`src/rtl/frame_ddr3_port_if.sv`:
```
// Signal bundle between frame_ddr3_port, its pixel source/sink and the DDR3 app port.
// master is the frame port's view; slave is the surrounding environment's view.
interface frame_ddr3_port_if #(
  parameter int unsigned DATA_WIDTH = 32,
  parameter int unsigned ADDR_WIDTH = 28
);
  logic                    init_calib_complete;
  logic                    start;
  logic                    mode;
  logic                    busy;
  logic                    done;
  logic [DATA_WIDTH-1:0]   in_data;
  logic                    in_valid;
  logic                    in_ready;
  logic [DATA_WIDTH-1:0]   out_data;
  logic                    out_valid;
  logic                    out_ready;
  logic                    out_last;
  logic [ADDR_WIDTH-1:0]   app_addr;
  logic [2:0]              app_cmd;
  logic                    app_en;
  logic                    app_rdy;
  logic [DATA_WIDTH-1:0]   app_wdf_data;
  logic [DATA_WIDTH/8-1:0] app_wdf_mask;
  logic                    app_wdf_wren;
  logic                    app_wdf_end;
  logic                    app_wdf_rdy;
  logic [DATA_WIDTH-1:0]   app_rd_data;
  logic                    app_rd_data_valid;

  modport master (
    input  init_calib_complete, start, mode, in_data, in_valid, out_ready,
           app_rdy, app_wdf_rdy, app_rd_data, app_rd_data_valid,
    output busy, done, in_ready, out_data, out_valid, out_last,
           app_addr, app_cmd, app_en, app_wdf_data, app_wdf_mask, app_wdf_wren, app_wdf_end
  );

  modport slave (
    output init_calib_complete, start, mode, in_data, in_valid, out_ready,
           app_rdy, app_wdf_rdy, app_rd_data, app_rd_data_valid,
    input  busy, done, in_ready, out_data, out_valid, out_last,
           app_addr, app_cmd, app_en, app_wdf_data, app_wdf_mask, app_wdf_wren, app_wdf_end
  );
endinterface

```
`src/rtl/frame_ddr3_port.sv`:
```
// Moves one full frame between a pixel-word stream and a DDR3 app interface, either
// writing it word by word or reading it back in order through a credit-limited FIFO.
module frame_ddr3_port #(
  parameter int unsigned DATA_WIDTH      = 32,
  parameter int unsigned ADDR_WIDTH      = 28,
  parameter int unsigned FRAME_W         = 848,
  parameter int unsigned FRAME_H         = 480,
  parameter int unsigned PIX_PER_WORD    = 4,
  parameter int unsigned ADDR_STEP       = 8,
  parameter int unsigned BASE_ADDR       = 0,
  parameter int unsigned MAX_OUTSTANDING = 4
) (
  input logic               ui_clk,
  input logic               ui_clk_sync_rst,
  frame_ddr3_port_if.master bus
);
  localparam int unsigned N_WORDS = FRAME_W * FRAME_H / PIX_PER_WORD;
  localparam int unsigned CNT_W   = $clog2(N_WORDS + 1);
  localparam int unsigned OUT_W   = $clog2(MAX_OUTSTANDING) + 1;
  localparam int unsigned PTR_W   = (MAX_OUTSTANDING > 1) ? $clog2(MAX_OUTSTANDING) : 1;
  localparam int unsigned MASK_W  = DATA_WIDTH / 8;

  localparam logic [CNT_W-1:0]      N_CNT     = CNT_W'(N_WORDS);
  localparam logic [CNT_W-1:0]      LAST_CNT  = CNT_W'(N_WORDS - 1);
  localparam logic [OUT_W:0]        CREDITS   = (OUT_W + 1)'(MAX_OUTSTANDING);
  localparam logic [PTR_W-1:0]      PTR_LAST  = PTR_W'(MAX_OUTSTANDING - 1);
  localparam logic [ADDR_WIDTH-1:0] ADDR_BASE = ADDR_WIDTH'(BASE_ADDR);
  localparam logic [ADDR_WIDTH-1:0] ADDR_INC  = ADDR_WIDTH'(ADDR_STEP);

  typedef enum logic [1:0] {S_IDLE, S_WRITE, S_READ, S_FINISH} state_t;

  state_t                  state;
  logic [ADDR_WIDTH-1:0]   addr_ptr;
  logic [CNT_W-1:0]        wr_cnt;
  logic [CNT_W-1:0]        rd_iss;
  logic [CNT_W-1:0]        rd_del;
  logic [OUT_W-1:0]        outstanding;
  logic [OUT_W-1:0]        fifo_cnt;
  logic [PTR_W-1:0]        wr_ptr;
  logic [PTR_W-1:0]        rd_ptr;
  logic [DATA_WIDTH-1:0]   fifo_mem [0:MAX_OUTSTANDING-1];

  logic [ADDR_WIDTH-1:0]   app_addr;
  logic [2:0]              app_cmd;
  logic                    app_en;
  logic [DATA_WIDTH-1:0]   app_wdf_data;
  logic [MASK_W-1:0]       app_wdf_mask;
  logic                    app_wdf_wren;
  logic                    app_wdf_end;

  logic                    in_ready_c;
  logic                    wr_hs_c;
  logic                    rd_issue_c;
  logic                    rd_acc_c;
  logic                    rd_ret_c;
  logic                    out_valid_c;
  logic                    pop_c;
  logic [OUT_W:0]          in_use_c;

  // Credits count both in-flight reads and words parked in the FIFO, so it can never overflow.
  assign in_use_c    = (OUT_W + 1)'(outstanding) + (OUT_W + 1)'(fifo_cnt);
  assign in_ready_c  = (state == S_WRITE) && !app_en && !app_wdf_wren && (wr_cnt < N_CNT);
  assign wr_hs_c     = in_ready_c && bus.in_valid;
  assign rd_issue_c  = (state == S_READ) && (rd_iss < N_CNT) && !app_en && (in_use_c < CREDITS);
  assign rd_acc_c    = (state == S_READ) && app_en && bus.app_rdy;
  assign rd_ret_c    = (state == S_READ) && bus.app_rd_data_valid;
  assign out_valid_c = (fifo_cnt != '0);
  assign pop_c       = out_valid_c && bus.out_ready;

  always_ff @(posedge ui_clk) begin
    if (ui_clk_sync_rst) begin
      state        <= S_IDLE;
      addr_ptr     <= ADDR_BASE;
      wr_cnt       <= '0;
      rd_iss       <= '0;
      rd_del       <= '0;
      outstanding  <= '0;
      fifo_cnt     <= '0;
      wr_ptr       <= '0;
      rd_ptr       <= '0;
      app_addr     <= '0;
      app_cmd      <= '0;
      app_en       <= 1'b0;
      app_wdf_data <= '0;
      app_wdf_mask <= '0;
      app_wdf_wren <= 1'b0;
      app_wdf_end  <= 1'b0;
    end else begin
      // Command and write-data channels retire independently of each other.
      if (app_en && bus.app_rdy)            app_en       <= 1'b0;
      if (app_wdf_wren && bus.app_wdf_rdy)  app_wdf_wren <= 1'b0;

      case (state)
        S_IDLE: begin
          if (bus.start && bus.init_calib_complete)
            state <= bus.mode ? S_READ : S_WRITE;
        end
        S_WRITE: begin
          if (wr_hs_c) begin
            app_cmd      <= 3'b000;
            app_addr     <= addr_ptr;
            app_wdf_data <= bus.in_data;
            app_wdf_mask <= '0;
            app_wdf_end  <= 1'b1;
            app_en       <= 1'b1;
            app_wdf_wren <= 1'b1;
            addr_ptr     <= addr_ptr + ADDR_INC;
            wr_cnt       <= wr_cnt + 1'b1;
          end else if (!app_en && !app_wdf_wren && (wr_cnt == N_CNT)) begin
            state <= S_FINISH;
          end
        end
        S_READ: begin
          if (rd_issue_c) begin
            app_cmd  <= 3'b001;
            app_addr <= addr_ptr;
            app_en   <= 1'b1;
            addr_ptr <= addr_ptr + ADDR_INC;
          end
          if (rd_acc_c) rd_iss <= rd_iss + 1'b1;
          if (rd_acc_c && !rd_ret_c)      outstanding <= outstanding + 1'b1;
          else if (!rd_acc_c && rd_ret_c) outstanding <= outstanding - 1'b1;
          if (rd_ret_c) wr_ptr <= (wr_ptr == PTR_LAST) ? '0 : wr_ptr + 1'b1;
          if (rd_ret_c && !pop_c)      fifo_cnt <= fifo_cnt + 1'b1;
          else if (!rd_ret_c && pop_c) fifo_cnt <= fifo_cnt - 1'b1;
          if (pop_c) begin
            rd_ptr <= (rd_ptr == PTR_LAST) ? '0 : rd_ptr + 1'b1;
            rd_del <= rd_del + 1'b1;
            if (rd_del == LAST_CNT) state <= S_FINISH;
          end
        end
        S_FINISH: begin
          state       <= S_IDLE;
          addr_ptr    <= ADDR_BASE;
          wr_cnt      <= '0;
          rd_iss      <= '0;
          rd_del      <= '0;
          outstanding <= '0;
          fifo_cnt    <= '0;
          wr_ptr      <= '0;
          rd_ptr      <= '0;
        end
        default: state <= S_IDLE;
      endcase
    end
  end

  // FIFO storage needs no reset; occupancy is tracked by fifo_cnt.
  always_ff @(posedge ui_clk) begin
    if (!ui_clk_sync_rst && rd_ret_c) fifo_mem[wr_ptr] <= bus.app_rd_data;
  end

  assign bus.busy         = (state != S_IDLE);
  assign bus.done         = (state == S_FINISH);
  assign bus.in_ready     = in_ready_c;
  assign bus.out_valid    = out_valid_c;
  assign bus.out_data     = fifo_mem[rd_ptr];
  assign bus.out_last     = out_valid_c && (rd_del == LAST_CNT);
  assign bus.app_addr     = app_addr;
  assign bus.app_cmd      = app_cmd;
  assign bus.app_en       = app_en;
  assign bus.app_wdf_data = app_wdf_data;
  assign bus.app_wdf_mask = app_wdf_mask;
  assign bus.app_wdf_wren = app_wdf_wren;
  assign bus.app_wdf_end  = app_wdf_end;
endmodule

```
`src/flat_wrapper.sv`:
```
// flat-port wrapper written by rule: the top's interface ports become plain ports
module frame_ddr3_port_flat 
#(
  parameter int unsigned DATA_WIDTH      = 32,
  parameter int unsigned ADDR_WIDTH      = 28,
  parameter int unsigned FRAME_W         = 848,
  parameter int unsigned FRAME_H         = 480,
  parameter int unsigned PIX_PER_WORD    = 4,
  parameter int unsigned ADDR_STEP       = 8,
  parameter int unsigned BASE_ADDR       = 0,
  parameter int unsigned MAX_OUTSTANDING = 4
)
  (ui_clk, ui_clk_sync_rst, bus_init_calib_complete, bus_start, bus_mode, bus_in_data, bus_in_valid, bus_out_ready, bus_app_rdy, bus_app_wdf_rdy, bus_app_rd_data, bus_app_rd_data_valid, bus_busy, bus_done, bus_in_ready, bus_out_data, bus_out_valid, bus_out_last, bus_app_addr, bus_app_cmd, bus_app_en, bus_app_wdf_data, bus_app_wdf_mask, bus_app_wdf_wren, bus_app_wdf_end);
  frame_ddr3_port_if #(.DATA_WIDTH(DATA_WIDTH), .ADDR_WIDTH(ADDR_WIDTH)) bus_i ();
  input logic ui_clk;
  input logic ui_clk_sync_rst;
  input wire logic [$bits(bus_i.init_calib_complete)-1:0] bus_init_calib_complete;
  input wire logic [$bits(bus_i.start)-1:0] bus_start;
  input wire logic [$bits(bus_i.mode)-1:0] bus_mode;
  input wire logic [$bits(bus_i.in_data)-1:0] bus_in_data;
  input wire logic [$bits(bus_i.in_valid)-1:0] bus_in_valid;
  input wire logic [$bits(bus_i.out_ready)-1:0] bus_out_ready;
  input wire logic [$bits(bus_i.app_rdy)-1:0] bus_app_rdy;
  input wire logic [$bits(bus_i.app_wdf_rdy)-1:0] bus_app_wdf_rdy;
  input wire logic [$bits(bus_i.app_rd_data)-1:0] bus_app_rd_data;
  input wire logic [$bits(bus_i.app_rd_data_valid)-1:0] bus_app_rd_data_valid;
  output wire logic [$bits(bus_i.busy)-1:0] bus_busy;
  output wire logic [$bits(bus_i.done)-1:0] bus_done;
  output wire logic [$bits(bus_i.in_ready)-1:0] bus_in_ready;
  output wire logic [$bits(bus_i.out_data)-1:0] bus_out_data;
  output wire logic [$bits(bus_i.out_valid)-1:0] bus_out_valid;
  output wire logic [$bits(bus_i.out_last)-1:0] bus_out_last;
  output wire logic [$bits(bus_i.app_addr)-1:0] bus_app_addr;
  output wire logic [$bits(bus_i.app_cmd)-1:0] bus_app_cmd;
  output wire logic [$bits(bus_i.app_en)-1:0] bus_app_en;
  output wire logic [$bits(bus_i.app_wdf_data)-1:0] bus_app_wdf_data;
  output wire logic [$bits(bus_i.app_wdf_mask)-1:0] bus_app_wdf_mask;
  output wire logic [$bits(bus_i.app_wdf_wren)-1:0] bus_app_wdf_wren;
  output wire logic [$bits(bus_i.app_wdf_end)-1:0] bus_app_wdf_end;
  assign bus_i.init_calib_complete = bus_init_calib_complete;
  assign bus_i.start = bus_start;
  assign bus_i.mode = bus_mode;
  assign bus_i.in_data = bus_in_data;
  assign bus_i.in_valid = bus_in_valid;
  assign bus_i.out_ready = bus_out_ready;
  assign bus_i.app_rdy = bus_app_rdy;
  assign bus_i.app_wdf_rdy = bus_app_wdf_rdy;
  assign bus_i.app_rd_data = bus_app_rd_data;
  assign bus_i.app_rd_data_valid = bus_app_rd_data_valid;
  assign bus_busy = bus_i.busy;
  assign bus_done = bus_i.done;
  assign bus_in_ready = bus_i.in_ready;
  assign bus_out_data = bus_i.out_data;
  assign bus_out_valid = bus_i.out_valid;
  assign bus_out_last = bus_i.out_last;
  assign bus_app_addr = bus_i.app_addr;
  assign bus_app_cmd = bus_i.app_cmd;
  assign bus_app_en = bus_i.app_en;
  assign bus_app_wdf_data = bus_i.app_wdf_data;
  assign bus_app_wdf_mask = bus_i.app_wdf_mask;
  assign bus_app_wdf_wren = bus_i.app_wdf_wren;
  assign bus_app_wdf_end = bus_i.app_wdf_end;
  frame_ddr3_port #(.DATA_WIDTH(DATA_WIDTH), .ADDR_WIDTH(ADDR_WIDTH), .FRAME_W(FRAME_W), .FRAME_H(FRAME_H), .PIX_PER_WORD(PIX_PER_WORD), .ADDR_STEP(ADDR_STEP), .BASE_ADDR(BASE_ADDR), .MAX_OUTSTANDING(MAX_OUTSTANDING)) u_core (.ui_clk(ui_clk), .ui_clk_sync_rst(ui_clk_sync_rst), .bus(bus_i));
endmodule
```
`config.mk`:
```
export PLATFORM = sky130hd
export DESIGN_NAME = frame_ddr3_port_flat
export DESIGN_NICKNAME = d
export VERILOG_FILES = /design/src/rtl/frame_ddr3_port_if.sv /design/src/rtl/frame_ddr3_port.sv /design/src/flat_wrapper.sv
export SDC_FILE = /design/constraint.sdc
export NUM_CORES = 1
export LEC_CHECK = 0
export ABC_AREA = 1
export ABC_CLOCK_PERIOD_IN_PS = 8380
export CAP_MARGIN = 20
export CORE_ASPECT_RATIO = 1.25
export CORE_MARGIN = 2
export CORE_UTILIZATION = 55
export DETAILED_ROUTE_END_ITERATION = 7
export PLACE_DENSITY = 0.81
export SETUP_SLACK_MARGIN = 0.02
export SLEW_MARGIN = 10
export SYNTH_ARGS = -nofsm -noshare
export SYNTH_HDL_FRONTEND = slang
export SYNTH_SLANG_ARGS = --single-unit
```
`constraint.sdc`:
```
create_clock -name ui_clk -period 8.38 [get_ports ui_clk]
set_clock_uncertainty 0.2 [all_clocks]
set_input_delay 0.838 -clock ui_clk [delete_from_list [all_inputs] [get_ports ui_clk]]
set_output_delay 0.838 -clock ui_clk [all_outputs]
set_load 0.1 [all_outputs]
```
==> impl_metrics.json, run 1 <==
{
  "criticalPathCategory": "flip-flop to output port",
  "grt_pass1_wl_mm": 45.5,
  "reg2reg_from": "u_core.state[1]",
  "critPathCapture": "bus_out_data[27]",
  "antenna_found_initial": 0,
  "h-tree-depth": 1,
  "grt_max_degree": 66,
  "stdcell_area_sq_mm": 0.0150,
  "first_iter_violations": 785,
  "cts_hold_buf": 0,
  "post_synth_num_cell_types": 40,
  "finalCritPeriodShare_pct": 57.7,
  "r2r_end": "u_core.addr_ptr[25]",
  "die_w_um": 138,
  "drt-pass1-iter-count": 5,
  "gp_congestion": 0.945,
  "synth_most_common_cell": "nor2_1",
  "min_path_type": "flip-flop to flip-flop",
  "power_switching_mw": 1.70,
  "antenna_cells": 0,
  "die_h_um": 171,
  "cts_max_path_buffers": 3,
  "min_path_cells": 2,
  "clk_pin_slew_ns": 0.07,
  "rrSetupSlack_ns": 5.32,
  "synth_top_area_share_pct": 31.4,
  "swShare_pct": 39.3,
  "postCtsSetupRepairBufs": 0,
  "nets": 1697,
  "drv_cap": 0,
  "cts.repair.resized": 0,
  "p_per_area_mw_per_mm2": 289,
  "drive_above_1_share_pct": 5.42,
  "critPathArrivalTime_ns": 3.80,
  "avgSynthCellArea_sq_um": 8.44,
  "synth_warnings": 0,
  "pwr-share-comb_pct": 34.3,
  "end_kind": "output port",
  "ir_drop_v": 0.000229,
  "placementRows": 61,
  "coreArea_sq_mm": 0.0221,
  "required_ns": 7.34,
  "synthFlopType": "dfxtp_1",
  "syn_inst": 1452,
  "status": "finished clean",
  "synth_edf_count": 128,
  "critical_path.max_fanout": 33,
  "routed_wl_mm": 28.2,
  "synth_top_cell_by_area": "edfxtp_1",
  "vias": 10241,
  "insertion_delay_ns": 0.53,
  "worst_pin_slew_ns": 1.09,
  "die_area_sq_mm": 0.0235,
  "power_leakage_nw": 5.48,
  "cts_tree": "yes",
  "maxSlewViolCount": 0,
  "grt_pass1_vias": 9835,
  "grt_setup_unrepaired": "false",
  "fin_total_pwr_mw": 4.34,
  "syn-cell-area_sq_mm": 0.0123,
  "p_int_mw": 2.63,
  "initial_core_util_pct": 55.6,
  "clock_sinks": 279,
  "min_period_ns": 4.84,
  "reg2reg_depth": 11,
  "grt_usage_pct": 23.8,
  "hold_viol_final": 0,
  "num_io_pins": 181,
  "dpl.hpwl_mm": 18.5,
  "drc": 0,
  "setup-violations-final": 0,
  "clkPwrFrac_pct": 28.2,
  "fmax_mhz": 207,
  "slew_headroom_pct": 27.2,
  "dpl_cell_area_sq_mm": 0.0141,
  "areaGrowthSynthToFinish_pct": 22.5,
  "ant_nets": 0,
  "netlist_top_cells_area": "edfxtp_1, dfxtp_1, nor2_1",
  "numCtsBuffers": 26,
  "io_buffers": 171,
  "grt_overflow": 0,
  "setup_tns_ns": 0,
  "seq_power_share_pct": 37.4,
  "post_drt_via_cell_ratio": 5.37,
  "cts_root_buffer": "clkbuf_16",
  "synth_common_cells": "nor2_1, nand2_1, dfxtp_1",
  "ys_seq_elements": 279,
  "start_kind": "flip-flop",
  "synth-async-reset-ratio_pct": 0,
  "hold_ws_ns": 0.273,
  "wl_per_cell_um": 14.8,
  "yosysSeqAreaShare_pct": 56.0
}
[worst max-delay path, stage by stage, from the launching register on]
cell,delay [ns]
dfxtp_1,0.67
inv_1,0.90
o21ai_0,0.27
o22ai_1,0.24
clkdlybuf4s50_1,1.17
[metrics by stage]
step           cells  setup slack (ns)  utilization [%]
2_1_floorplan   1460              4.86                -
6_report        1906              3.54             68.0
4_1_cts         1906              3.56             68.0
3_5_place_dp    1858              4.15             63.9
3_3_place_gp    1857              4.27             63.9
5_1_grt         1906              3.36             68.0
[how the worst min path moves through the flow]
stage / start / end / slack, ns
floorplan: u_core.wr_cnt[16] / u_core.wr_cnt[16] / 0.23
global placement: u_core.wr_cnt[16] / u_core.wr_cnt[16] / 0.24
detailed placement: u_core.wr_cnt[16] / u_core.wr_cnt[16] / 0.26
CTS: u_core.wr_cnt[16] / u_core.wr_cnt[16] / 0.27
global route: u_core.wr_cnt[16] / u_core.wr_cnt[16] / 0.29
finish: u_core.rd_iss[14] / u_core.rd_iss[14] / 0.27
[placed cells by master, fill, tap and decap left out, types with 2 or more instances in the layout]
cell	netlist	routed
a21oi_2	2	2
nand3_2	3	3
bufinv_16	0	3
clkdlybuf4s50_1	0	171
nor2_2	3	7
inv_2	6	7
ha_1	18	18
o22ai_1	32	32
nand3_1	70	70
fa_1	2	2
nor3_1	26	26
clkbuf_1	33	2
nand2_1	262	262
edfxtp_1	128	128
clkbuf_8	0	3
clkbuf_16	0	28
xor2_1	8	8
a211oi_1	2	2
nor2_4	2	2
buf_4	16	9
dfxtp_1	151	150
a21oi_1	67	67
conb_1	1	9
xnor2_1	4	4
clkinv_2	0	6
nor2_1	320	316
o21ai_0	128	128
clkinv_1	1	2
inv_1	109	108
nand4_1	22	22
o21ai_1	2	2
clkinvlp_4	0	2
clkbuf_2	0	3
or2_2	3	3
nand2_2	5	5
nor4_1	2	2
[final cells by class]
cell class,count,area [sq um]
fill,1685,7050
sequential,279,6870
multi-input combinational,1000,4670
timing repair buffer,180,1780
clock buffer,36,764
inverter,116,435
tap,283,354
clock inverter,12,139
[layer usage]
| layer | wire (um) | global-route usage [%] | vias up |
|---|---|---|---|
| li1 | - | - | 5081 |
| met1 | 11600 | 29.7 | 4707 |
| met2 | 14000 | 41.5 | 391 |
| met3 | 1970 | 3.70 | 62 |
| met4 | 691 | 8.56 | 0 |
| met5 | 0 | 0 | - |
[power by group through the flow]
stage                     Combinational [mW]  Clock, mW  Sequential [mW]
after CTS                               1.50       1.25             1.62
after global placement                  1.46          0             1.65
after global routing                    1.60       1.30             1.64
final                                   1.49       1.22             1.62
after floorplan                        0.797          0             2.03
after detailed placement                1.49          0             1.65
[state kept, by name, indices dropped and copies added (netlist names), named ones only]
name / count
u_core.state: 2
u_core.rd_ptr: 2
u_core.bus.app_wdf_end: 1
u_core.bus.app_wdf_data: 32
u_core.fifo_cnt: 3
u_core.rd_iss: 17
u_core.bus.app_addr: 25
u_core.bus.app_en: 1
u_core.bus.app_cmd: 1
u_core.fifo_mem: 128
u_core.outstanding: 3
u_core.addr_ptr: 25
u_core.wr_cnt: 17
u_core.bus.app_wdf_wren: 1
u_core.wr_ptr: 2
u_core.rd_del: 17
[logic make-up (layout without fill, tap and decap cells)]
kind of cell / count (synthesis) / in the layout / synth area share [%]
AND/OR/NAND/NOR: 723 / 723 / 24.5
flip-flops: 279 / 279 / 56.0
AO/OA/AOI/OAI: 236 / 236 / 10.2
buffers and inverters: 181 / 344 / 6.20
adder cells (fa/ha/maj): 20 / 20 / 2.16
XOR/XNOR: 12 / 12 / 0.858
other: 1 / 9 / 0.0306
Power figures use the tool's default switching activity.
==> inputs of run 2 (changes only) <==
--- a/config.mk
+++ b/config.mk
@@ -6,13 +6,13 @@
 export NUM_CORES = 1
 export LEC_CHECK = 0
 export ABC_AREA = 1
-export ABC_CLOCK_PERIOD_IN_PS = 8380
+export ABC_CLOCK_PERIOD_IN_PS = 4350
 export CAP_MARGIN = 20
 export CORE_ASPECT_RATIO = 1.25
 export CORE_MARGIN = 2
-export CORE_UTILIZATION = 55
+export CORE_UTILIZATION = 49
 export DETAILED_ROUTE_END_ITERATION = 7
-export PLACE_DENSITY = 0.81
+export PLACE_DENSITY = 0.76
 export SETUP_SLACK_MARGIN = 0.02
 export SLEW_MARGIN = 10
 export SYNTH_ARGS = -nofsm -noshare
==> constraint.sdc (replaced) <==
create_clock -name ui_clk -period 4.35 [get_ports ui_clk]
set_clock_uncertainty 0.2 [all_clocks]
set_input_delay 0.435 -clock ui_clk [delete_from_list [all_inputs] [get_ports ui_clk]]
set_output_delay 0.435 -clock ui_clk [all_outputs]
set_load 0.1 [all_outputs]
==> impl_metrics.json, run 2 (synthesis gave the netlist of run 1 again) <==
{
  "swShare_pct": 40.1,
  "cp_top_family": "buffers and inverters",
  "die_h_um": 181,
  "initial_core_util_pct": 50.0,
  "reg2reg_from": "u_core.state[1]",
  "vias": 10210,
  "path_buf_inv": 1,
  "min_path_cells": 2,
  "io_buffers": 171,
  "post_drt_via_cell_ratio": 5.21,
  "grt_max_degree": 65,
  "power_leakage_nw": 5.50,
  "top_regs": "u_core.fifo_mem (128), u_core.bus.app_wdf_data (32)",
  "max_stage_delay_ns": 1.15,
  "seq_power_share_pct": 37.8,
  "fin_total_pwr_mw": 8.22,
  "clock_sinks": 279,
  "areaGrowthSynthToFinish_pct": 22.3,
  "grt_overflow": 0,
  "h-tree-depth": 1,
  "drt-pass1-iter-count": 5,
  "final_cell_mix": "nor2_1, nand2_1, dfxtp_1, clkdlybuf4s50_1",
  "numCtsBuffers": 27,
  "required_ns": 3.71,
  "cts_root_buffer": "clkbuf_16",
  "reg2reg_depth": 9,
  "drc": 0,
  "grt_pass1_vias": 9822,
  "fmax_mhz": 289,
  "min_path_type": "flip-flop to flip-flop",
  "holdCritStartpoint": "u_core.wr_cnt[16]",
  "power_switching_mw": 3.29,
  "start_kind": "flip-flop",
  "finalCritPeriodShare_pct": 79.5,
  "pwr-share-comb_pct": 35.0,
  "slew_headroom_pct": 30.2,
  "dp_cells": 1908,
  "nets": 1702,
  "insertion_delay_ns": 0.54,
  "cts.repair.resized": 0,
  "hold_ws_ns": 0.257,
  "worst_pin_slew_ns": 1.04,
  "crit_slowest_cell": "clkdlybuf4s50_1",
  "rrSetupSlack_ns": 1.56,
  "p_per_area_mw_per_mm2": 549,
  "ant_nets": 0,
  "postCtsSetupRepairBufs": 0,
  "die_w_um": 145,
  "maxSlewViolCount": 0,
  "p_int_mw": 4.93,
  "cts_hold_buf": 0,
  "r2r_end": "u_core.addr_ptr[15]",
  "hold_viol_final": 0,
  "path_cells": "ha_1 -> nand3_1 -> nor2_1 -> nand4_1 -> a21oi_1 -> clkdlybuf4s50_1",
  "cts_max_path_buffers": 3,
  "grt_setup_unrepaired": "false",
  "routed_wl_mm": 27.7,
  "wl_per_cell_um": 14.2,
  "hold-path-endpoint": "u_core.wr_cnt[16]",
  "ir_drop_v": 0.000442,
  "coreArea_sq_mm": 0.0245,
  "num_io_pins": 181,
  "regMostFlops": "u_core.fifo_mem",
  "drive_above_1_share_pct": 7.43,
  "gp_congestion": 0.930,
  "n_fill_cell": 2096,
  "setup_tns_ns": 0,
  "critical_path.max_fanout": 4,
  "drv_cap": 0,
  "mostFrequentLayoutCell": "nor2_1",
  "cts_tree": "yes",
  "antenna_found_initial": 0,
  "clk_pin_slew_ns": 0.06,
  "dpl.hpwl_mm": 18.3,
  "first_iter_violations": 711,
  "grt_usage_pct": 20.6,
  "placementRows": 64,
  "instances_no_fill": 1959,
  "largest_reg_flops": 128,
  "grt_pass1_wl_mm": 45.8,
  "min_period_ns": 3.46,
  "setup-violations-final": 0,
  "antenna_cells": 0,
  "critPathArrivalTime_ns": 2.82,
  "final_core_util_pct": 61.2,
  "clkPwrFrac_pct": 27.2,
  "die_area_sq_mm": 0.0263,
  "status": "finished clean",
  "criticalPathCategory": "flip-flop to output port",
  "end_kind": "output port"
}
==> run 2: changes by cell type in the layout (fill, tap and decap cells not counted), sizes merged <==
cell / previous run / this run
bufinv: 3 / 1
clkinvlp: 2 / 3
buf: 9 / 46
clkdlybuf4s50: 171 / 138
inv: 115 / 116
clkinv: 8 / 10
==> run 2: area by class of cell <==
| type | count | area [sq um] | area share (%) |
|---|---|---|---|
| Clock buffer | 36 | 749 | 5.00 |
| Multi-Input combinational cell | 1000 | 4670 | 31.1 |
| Inverter | 116 | 435 | 2.91 |
| Clock inverter | 14 | 105 | 0.701 |
| Tap cell | 330 | 413 | 2.76 |
| Sequential cell | 279 | 6870 | 45.8 |
| Timing Repair Buffer | 184 | 1750 | 11.7 |
==> run 2: power groups by stage <==
stage          Clock, mW  Combinational (mW)  Sequential [mW]
2_1_floorplan          0                1.54             3.91
3_3_place_gp           0                2.83             3.15
3_5_place_dp           0                2.88             3.16
4_1_cts             2.28                2.89             3.11
5_1_grt             2.38                3.12             3.14
6_report            2.23                2.88             3.11
==> run 2: metal layers <==
layer	track usage, %	wire (um)	up-vias
li1	-	-	5102
met4	7.41	825	0
met5	0	0	-
met1	26.2	11600	4695
met2	35.8	13600	344
met3	2.90	1720	69
==> run 2: worst max-delay path by stage <==
stage	cells past startpoint	from	endpoint
floorplan	5	ui_clk_sync_rst	u_core.fifo_mem[0][0]
CTS	6	u_core.rd_del[0]	bus_out_last
global route	6	u_core.rd_del[1]	bus_out_last
detailed placement	6	u_core.rd_del[0]	bus_out_last
finish	6	u_core.rd_del[0]	bus_out_last
global placement	6	u_core.rd_del[0]	bus_out_last
==> run 2: tightest hold or removal path: cells and delay by family (launching register included) <==
| kind | cells | cell delay, ns |
|---|---|---|
| flip-flops | 1 | 0.31 |
| AO/OA/AOI/OAI | 1 | 0.05 |
| buffers and inverters | 1 | 0.05 |
==> run 2: metrics by stage <==
stage               setup slack [ns]  instance area [sq um]
finish                         0.890                  15000
global route                   0.759                  15000
CTS                            0.856                  15000
detailed placement              1.44                  14100
global placement                1.47                  14100
floorplan                       1.23                  12300
